File: src/rtl/matrix_key_scanner.sv
// Row-scanning keypad reader: drives one row low at a time, samples the columns,
// debounces whole frames and reports one key code per press with press/release pulses.
`timescale 1ns/1ps
module matrix_key_scanner #(
    parameter int ROWS  = 4,
    parameter int COLS  = 4,
    parameter int DIV_W = 16,
    parameter int DEB_N = 3,
    localparam int KEY_W = (ROWS * COLS > 1) ? $clog2(ROWS * COLS) : 1
) (
    input  logic             clk,
    input  logic             rst_n,
    input  logic [COLS-1:0]  COLUNA,
    output logic [ROWS-1:0]  LINHA,
    output logic [KEY_W-1:0] key_code,
    output logic             key_valid,
    output logic             key_held,
    output logic             key_release
);

    localparam int RW = (ROWS > 1) ? $clog2(ROWS) : 1;
    localparam int CW = $clog2(DEB_N + 1);

    typedef enum logic [1:0] {
        IDLE,
        DEB_PRESS,
        PRESSED,
        DEB_REL
    } state_t;

    logic [COLS-1:0]            r_col_meta;
    logic [COLS-1:0]            r_col_sync;
    logic [DIV_W-1:0]           r_div;
    logic [RW-1:0]              r_row;
    logic [ROWS-1:0]            r_linha;
    logic [ROWS-1:0][COLS-1:0]  r_rows;

    state_t                     r_state;
    logic [CW-1:0]              r_cnt;
    logic [KEY_W-1:0]           r_cand;
    logic [KEY_W-1:0]           r_code;
    logic                       r_valid;
    logic                       r_held;
    logic                       r_release;

    logic                       w_tick;
    logic                       w_row_last;
    logic                       w_eval;
    logic [ROWS-1:0][COLS-1:0]  w_frame;
    logic                       w_cand_found;
    logic [KEY_W-1:0]           w_cand_code;
    logic                       w_same_key;
    logic [CW-1:0]              w_cnt_inc;
    logic                       w_cnt_done;

    always_ff @(posedge clk) begin
        if (!rst_n) begin
            r_col_meta <= '1;
            r_col_sync <= '1;
        end else begin
            r_col_meta <= COLUNA;
            r_col_sync <= r_col_meta;
        end
    end

    assign w_tick     = (r_div == '1);
    assign w_row_last = (r_row == RW'(ROWS - 1));
    assign w_eval     = w_tick && w_row_last;

    always_ff @(posedge clk) begin
        if (!rst_n) begin
            r_div   <= '0;
            r_row   <= '0;
            r_linha <= '1;
            r_rows  <= '0;
        end else begin
            r_div   <= r_div + 1'b1;
            r_linha <= ~(ROWS'(1) << r_row);
            if (w_tick) begin
                r_rows[r_row] <= ~r_col_sync;
                r_row         <= w_row_last ? '0 : r_row + 1'b1;
            end
        end
    end

    // The last row of a frame is taken straight from the synchronizer, not from storage.
    always_comb begin
        w_frame           = r_rows;
        w_frame[ROWS-1]   = ~r_col_sync;
    end

    always_comb begin
        w_cand_found = 1'b0;
        w_cand_code  = '0;
        for (int unsigned r = 0; r < ROWS; r++) begin
            for (int unsigned c = 0; c < COLS; c++) begin
                if (!w_cand_found && w_frame[r][c]) begin
                    w_cand_found = 1'b1;
                    w_cand_code  = KEY_W'(r * COLS + c);
                end
            end
        end
    end

    assign w_same_key = w_cand_found && (w_cand_code == r_code);
    assign w_cnt_inc  = (r_cnt >= CW'(DEB_N)) ? r_cnt : r_cnt + 1'b1;
    assign w_cnt_done = (w_cnt_inc == CW'(DEB_N));

    always_ff @(posedge clk) begin
        if (!rst_n) begin
            r_state   <= IDLE;
            r_cnt     <= '0;
            r_cand    <= '0;
            r_code    <= '0;
            r_valid   <= 1'b0;
            r_held    <= 1'b0;
            r_release <= 1'b0;
        end else begin
            r_valid   <= 1'b0;
            r_release <= 1'b0;
            if (w_eval) begin
                case (r_state)
                    IDLE: begin
                        if (w_cand_found) begin
                            r_cand <= w_cand_code;
                            r_cnt  <= CW'(1);
                            if (DEB_N <= 1) begin
                                r_code  <= w_cand_code;
                                r_valid <= 1'b1;
                                r_held  <= 1'b1;
                                r_state <= PRESSED;
                            end else begin
                                r_state <= DEB_PRESS;
                            end
                        end
                    end
                    DEB_PRESS: begin
                        if (!w_cand_found) begin
                            r_cnt   <= '0;
                            r_state <= IDLE;
                        end else if (w_cand_code == r_cand) begin
                            r_cnt <= w_cnt_inc;
                            if (w_cnt_done) begin
                                r_code  <= r_cand;
                                r_valid <= 1'b1;
                                r_held  <= 1'b1;
                                r_state <= PRESSED;
                            end
                        end else begin
                            r_cand <= w_cand_code;
                            r_cnt  <= CW'(1);
                        end
                    end
                    PRESSED: begin
                        if (!w_same_key) begin
                            r_cnt <= CW'(1);
                            if (DEB_N <= 1) begin
                                r_cnt     <= '0;
                                r_release <= 1'b1;
                                r_held    <= 1'b0;
                                r_state   <= IDLE;
                            end else begin
                                r_state <= DEB_REL;
                            end
                        end
                    end
                    DEB_REL: begin
                        if (w_same_key) begin
                            r_state <= PRESSED;
                        end else begin
                            r_cnt <= w_cnt_inc;
                            if (w_cnt_done) begin
                                r_cnt     <= '0;
                                r_release <= 1'b1;
                                r_held    <= 1'b0;
                                r_state   <= IDLE;
                            end
                        end
                    end
                    default: r_state <= IDLE;
                endcase
            end
        end
    end

    assign LINHA       = r_linha;
    assign key_code    = r_code;
    assign key_valid   = r_valid;
    assign key_held    = r_held;
    assign key_release = r_release;

endmodule

File: config.mk
export PLATFORM = sky130hd
export DESIGN_NAME = matrix_key_scanner
export DESIGN_NICKNAME = d
export VERILOG_FILES = /design/src/rtl/matrix_key_scanner.sv
export SDC_FILE = /design/constraint.sdc
export NUM_CORES = 1
export LEC_CHECK = 0
export ABC_CLOCK_PERIOD_IN_PS = 2700
export CAP_MARGIN = 5
export CORE_MARGIN = 2
export CORE_UTILIZATION = 35
export CTS_CLUSTER_DIAMETER = 120
export DETAILED_ROUTE_END_ITERATION = 8
export GPL_ROUTABILITY_DRIVEN = 0
export SLEW_MARGIN = 20
export SYNTH_ARGS = -nofsm -noshare
export SYNTH_HDL_FRONTEND = slang
export SYNTH_SLANG_ARGS = --single-unit
File: constraint.sdc
create_clock -name clk -period 2.7 [get_ports clk]
set_input_delay 0.54 -clock clk [delete_from_list [all_inputs] [get_ports clk]]
set_output_delay 0.54 -clock clk [all_outputs]
set_load 0.005 [all_outputs]
After elaboration in Yosys (flattened, before gate mapping)
Cells that the tools add are included.
W data, S select, Z words.

word-level totals
  flip-flop bits (word level) = 61

cells by class
  mux-type cells = 61
  order comparisons = 3
  shift-type cells = 1
  bitwise logic cells = 5
  equal/unequal tests = 19
  reduce and logical (&&, ||, !) cells = 43
  add/subtract/negate cells = 3

operators by type and width
  kind                     number
  $mux W4                  18
  $mux W2                  14
  $mux W1                  23
  $logic_and A1 B1 Y1      18
  $add A16 B1 Y16 const B  1
  $bwmux W16               1
  $eq A16 B16 Y1 const B   1
  $ne A2 B2 Y1 const B     8
  $pmux W2 S4              2
  $logic_not A1 Y1         15
  $reduce_and A5 Y1        3
  $ne A3 B3 Y1 const B     3
  $demux W4 S2             1
  $eq A2 B2 Y1 const B     4
  $eq A4 B4 Y1             2
  $not A4 Y4               2
  $pmux W4 S2              1
  $reduce_and A7 Y1        1
  $reduce_and A6 Y1        1
  $add A2 B1 Y2 const B    2
  $reduce_and A4 Y1        1
  $reduce_bool A2 Y1       2
  $reduce_or A4 Y1         1
  $shl A1 B2 Y4 const A    1
  other kinds (7)          9

Depth between registers and ports, before layout
  word-level depth = 50
  depth in mapped cells = 10
  mapped depth without buffers = 9

Worst setup path after synthesis
Ideal clock, no wire load.

  path type = register -> register
  start point = register r_rows[3] (netlist name)
  end point = register r_cnt[0]
  setup slack = 474 ps
  path buffers = 0
  setup time = 134 ps
  arrival = 2092 ps
  period minus slack after synthesis = 2226 ps
  cell stages (with the launch flop) = 9
  cells stage by stage = dfxtp_1 > nor4_4 > nand2_2 > a2111oi_2 > o21ai_0 > a221oi_4 > o211ai_1 > nor4_1 > a211oi_1

on the way
  word-level cells in the longest chain between the ends = 42
  elaborated cells between the ends (all ways) = 61

RTL lines
  element                                           line      source
  from (decl)                                       36        logic [ROWS-1:0][COLS-1:0] r_rows;
  from (signal, indexed assignment)                 80        r_rows[r_row] <= ~r_col_sync;
  $logic_and A1 B1 Y1 (*)                           97        if (!w_cand_found && w_frame[r][c]) begin
  $mux W1                                           97
  $logic_not A1 Y1                                  97
  $logic_and A1 B1 Y1                               97
  $mux W1                                           97
  $logic_not A1 Y1                                  97
  $logic_and A1 B1 Y1                               97
  $mux W1                                           97
  (+26 left out)                                    -
  $mux W1                                           97
  $logic_not A1 Y1                                  97
  $logic_and A1 B1 Y1                               97
  $mux W4                                           97
  $eq A4 B4 Y1 (on tied branches)                   141, 105
  $mux W2 or $logic_and A1 B1 Y1 (tied branches)    141, 105
  $mux W2 or $ne A2 B2 Y1 (tied branches)           -
  $pmux W2 S4 or $reduce_and A4 Y1 (tied branches)  -
  to (signal assigned)                              142       r_cnt <= w_cnt_inc;
  to (signal assigned)                              171       r_cnt <= w_cnt_inc;
  to (decl)                                         39        logic [CW-1:0] r_cnt;

Mark *: on every way between the ends. The rest lies on a longest branch, timed or not.
A chain may end at the register's enable or synchronous reset.

Final worst setup path
  start point = register r_rows[2] (netlist name)
  end point = register r_state[0]

on the way
  word-level cells in the longest chain between the ends = 45
  elaborated cells between the ends (all ways) = 67

RTL lines
  element                                                     line  source
  $logic_and A1 B1 Y1 (*)                                     97
  $mux W1                                                     97
  $logic_not A1 Y1                                            97
  $logic_and A1 B1 Y1                                         97
  $mux W1                                                     97
  $logic_not A1 Y1                                            97
  $logic_and A1 B1 Y1                                         97
  $mux W1                                                     97
  (+29 left out)                                              -
  $mux W1                                                     97
  $logic_not A1 Y1                                            97
  $logic_and A1 B1 Y1                                         97
  $mux W4                                                     97
  $eq A4 B4 Y1                                                105   assign w_same_key = w_cand_found && (w_cand_code == r_code);
  $logic_and A1 B1 Y1                                         105
  $ne A3 B3 Y1 (no line) (tied with other cells)              -
  $reduce_and A6 Y1 (no line) or $pmux W2 S4 (tied branches)  -
  to (signal assigned)                                        111   r_state <= IDLE;
  to (signal assigned)                                        131   r_state <= PRESSED;
  to (signal assigned)                                        133   r_state <= DEB_PRESS;
  to (decl)                                                   38    state_t r_state;

Marks and branches as above.

==> impl_results.md <==
- Outcome: completed
- Fin crit share: 0.939
- Asr flop ratio synth: 0
- CTS Buf Count: 9
- Longest Clk Path Bufs: 2
- First-pass GRT wire length: 8970 microns
- Clk sink count: 57
- Total wire length: 5180 microns
- PortBufs: 16
- DRT iter0 DRCs: 82
- Mean Syn Cell Area: 8.62 sq um
- Boundary Pins: 17
- GRT Total Usage: 0.135
- CTS H-Tree Depth: 3
- Pwr/cell area: 528 mW/mm^2
- Max_slew headroom: 0.701
- P_leak: 1.15 nW
- Post-synth cell types: 45
- Startpoint Class: flip-flop
- Top_reg_cell synth: dfxtp_1
- Setup TNS: 0 ns
- Clock Power Share: 0.416
- Synth area leaders: dfxtp_1, nor2_1, a21oi_1, mux2i_1, xor2_1
- Crit path max fanout: 6
- Post-synth top area cell: dfxtp_1
- Slowest cell on the critical path: or3_2
- Crit path cell chain: nor4_4 -> nand2_2 -> o32ai_1 -> or2_2 -> xor2_2 -> or3_2 -> a211oi_1 -> nor3_1
- Switching Share: 0.236
- Worst R2R End: r_state[0]
- Register area share after synthesis: 0.443
- Layout area overhead: 19.0%
- Reg clk slew, reported paths: ~0.060 ns
- Crit. End Element: flip-flop
- F_max: 394 MHz
- Data required, critical path: 2.92 ns
- Row count: 31
- Critical Path AT: about 2.8 ns
- FF/Latch Area: 0.00114 sq mm
- Worst r2r src: r_rows[2]
- Pre-antenna DRT Iters: 4
- Largest net degree at the start of global routing: 42
- Remaining antenna violation count: 0
- Yosys top cell area share: 0.443
- Largest stage delay, worst path: 0.48 ns
- Vias in the first global route: slightly below 2,000
- Worst reg-to-reg path cell count: 8
- WL/cell: around 12 microns
- Initial Util: 0.359
- Die Area: 0.00807 sq mm
- Total power: around 1.6 mW
- Crit path buf inv count: 0
- Yosys warnings: 0
- RSZ-0062 raised after global routing: no
- Antenna violations before repair: 0
- Hold EP: r_col_sync[0]
- Sw Pwr: ~0.38 mW
- Final setup viols: 0
- Combinational share of power: 0.055
- Number of enable flip-flop cells after synthesis: 0
- Filler Cells Inserted: 728
- Placed Instances: 412
- Internal power: 1.24 mW
- Family with the most delay on the worst path: simple AND/OR/NAND/NOR gates
- CTS tree: built
- # nets final: roughly 340
- Area occupied by multi-input gates: between 0.001 and 0.0015 sq mm
- Synth Cell Area: approximately 0.0026 sq mm
- Ratio of cells with drive above 1 in the final layout: 0.112
- Minimum clock period after layout: 2.54 ns
- Syn_nets: slightly above 300
- Die Height: 89.8 microns
- FF+latch count, synth: 57
- Max Cap Violations: 0
- Max-slew violations: 0
- Hold Crit Start: r_col_meta[0]
- Total gr overflow: 0
- Synth Instances: 299
- Final hold violations: 0
- Die width: 89.8 microns
- Clk Latency, worst-skew pair: about 0.33 ns
- Clk_skew: 0.0107 ns
- Hold depth: 1
- Peak VDD IR: 0.000311 V
- Worst slew pin tran: 0.445 ns
- R2R setup slack: 0.16 ns
- Core area: approximately 0.007 sq mm
- DRC viols: 0
- DP Wirelength: around 3600 microns
- Seq pwr share: 0.529
- Vias/cell: 4.94
- Diode count: 0
- Root Driver: clkbuf_8
- Vias: 2,116
- WS Path Type: reg2reg
- Fin cells: 428
- Hold Path Class: reg2reg
layout by cell type (no fill, tap or decap), types with 7 or more instances in the layout:
| cell type | n |
|---|---|
| nor2_1 | 66 |
| dfxtp_1 | 57 |
| a21oi_1 | 20 |
| nand2_1 | 20 |
| clkdlybuf4s50_1 | 16 |
| nand3_1 | 11 |
| xor2_1 | 11 |
| nand2b_1 | 10 |
| mux2i_1 | 10 |
| clkbuf_8 | 10 |
| nor3_1 | 8 |
| buf_4 | 8 |
| inv_1 | 7 |
stage by stage:
| stage | area, sq um | hold slack, ns | setup WS, ns | util |
|---|---|---|---|---|
| after floorplan | 2580 | 0.386 | 0.474 | - |
| after global placement | 2880 | 0.391 | 0.271 | 0.401 |
| after detailed placement | 2880 | 0.395 | 0.173 | 0.401 |
| after CTS | 3040 | 0.409 | 0.152 | 0.424 |
| after global routing | 3070 | 0.430 | 0.00221 | 0.428 |
| final | 3070 | 0.406 | 0.164 | 0.428 |
layout make-up:
class | count | share of cell area
repair buffers | 24 | 0.0718
flip-flops and latches | 57 | 0.372
inverters | 7 | 0.00856
clock inverters | 4 | 0.00653
clock buffers | 11 | 0.0461
well taps | 99 | 0.0404
multi-input cells | 226 | 0.455
how the worst max path moves through the flow:
stage / cells after the start / slack [ns] / from / to
after floorplan: 8 / 0.47 / r_rows[3] / r_cnt[0]
after global placement: 7 / 0.27 / r_rows[8] / r_cnt[1]
after detailed placement: 8 / 0.17 / r_rows[3] / r_cnt[1]
after CTS: 8 / 0.15 / r_rows[3] / key_code[1]
after global routing: 8 / 0.002 / r_rows[2] / r_cnt[0]
final: 8 / 0.16 / r_rows[2] / r_state[0]
cell families after synthesis:
| logic type | after synthesis | synth area share |
|---|---|---|
| buffers and inverters | 16 | 0.0233 |
| AO/OA/AOI/OAI | 40 | 0.108 |
| XOR/XNOR | 16 | 0.0573 |
| multiplexers | 10 | 0.0388 |
| AND/OR/NAND/NOR | 155 | 0.305 |
| flip-flops | 57 | 0.443 |
| adder cells (fa/ha/maj) | 5 | 0.0243 |
power groups by stage:
| stage | sequential (mW) | clock [mW] | combinational, mW |
|---|---|---|---|
| floorplan | 0.875 | 0 | 0.0576 |
| global placement | 0.876 | 0 | 0.0843 |
| detailed placement | 0.876 | 0 | 0.0844 |
| CTS | 0.857 | 0.696 | 0.0849 |
| global route | 0.859 | 0.728 | 0.0986 |
| finish | 0.858 | 0.673 | 0.0889 |
sequential cells by signal, summed over array words and instances (netlist names):
signal / cells
r_rows: 12
key_held: 1
r_state: 2
r_col_meta: 4
key_release: 1
r_col_sync: 4
r_cand: 4
r_row: 2
LINHA: 4
key_valid: 1
r_div: 16
r_cnt: 2
key_code: 4
layer usage:
layer  global-route usage  share of wire
met1                0.177           0.51
met2                0.203           0.43
met3               0.0335          0.042
met4               0.0795          0.022
met5                    0              0
synthesized netlist by cell type, types with 2 or more instances:
cell type	instances
a211oi_1	3
a21oi_1	20
a311oi_1	2
a31oi_1	2
and2_1	4
and3_1	4
and4_1	2
clkbuf_1	9
dfxtp_1	57
ha_1	5
inv_1	7
mux2i_1	10
nand2_1	20
nand2b_1	10
nand3_1	11
nand4_1	4
nor2_1	66
nor2b_1	5
nor3_1	8
nor3b_1	2
nor4_1	3
nor4b_1	3
o21ai_0	4
or2_2	2
or3_1	2
or3_2	2
xnor2_1	4
xor2_1	11
worst register-to-register path, delay by kind of cell (launching register included):
| kind | cells | cell delay [ns] |
|---|---|---|
| simple gates | 5 | 1.30 |
| compound gates | 2 | 0.66 |
| flops | 1 | 0.38 |
| xor+xnor | 1 | 0.08 |
repair_timing:
item	CTS	global route
hold buffers	0	0
setup endpoints to repair	0	6
resized for setup	0	3
buffers inserted	0	1
No activity file was read; power rests on OpenSTA's default activity.
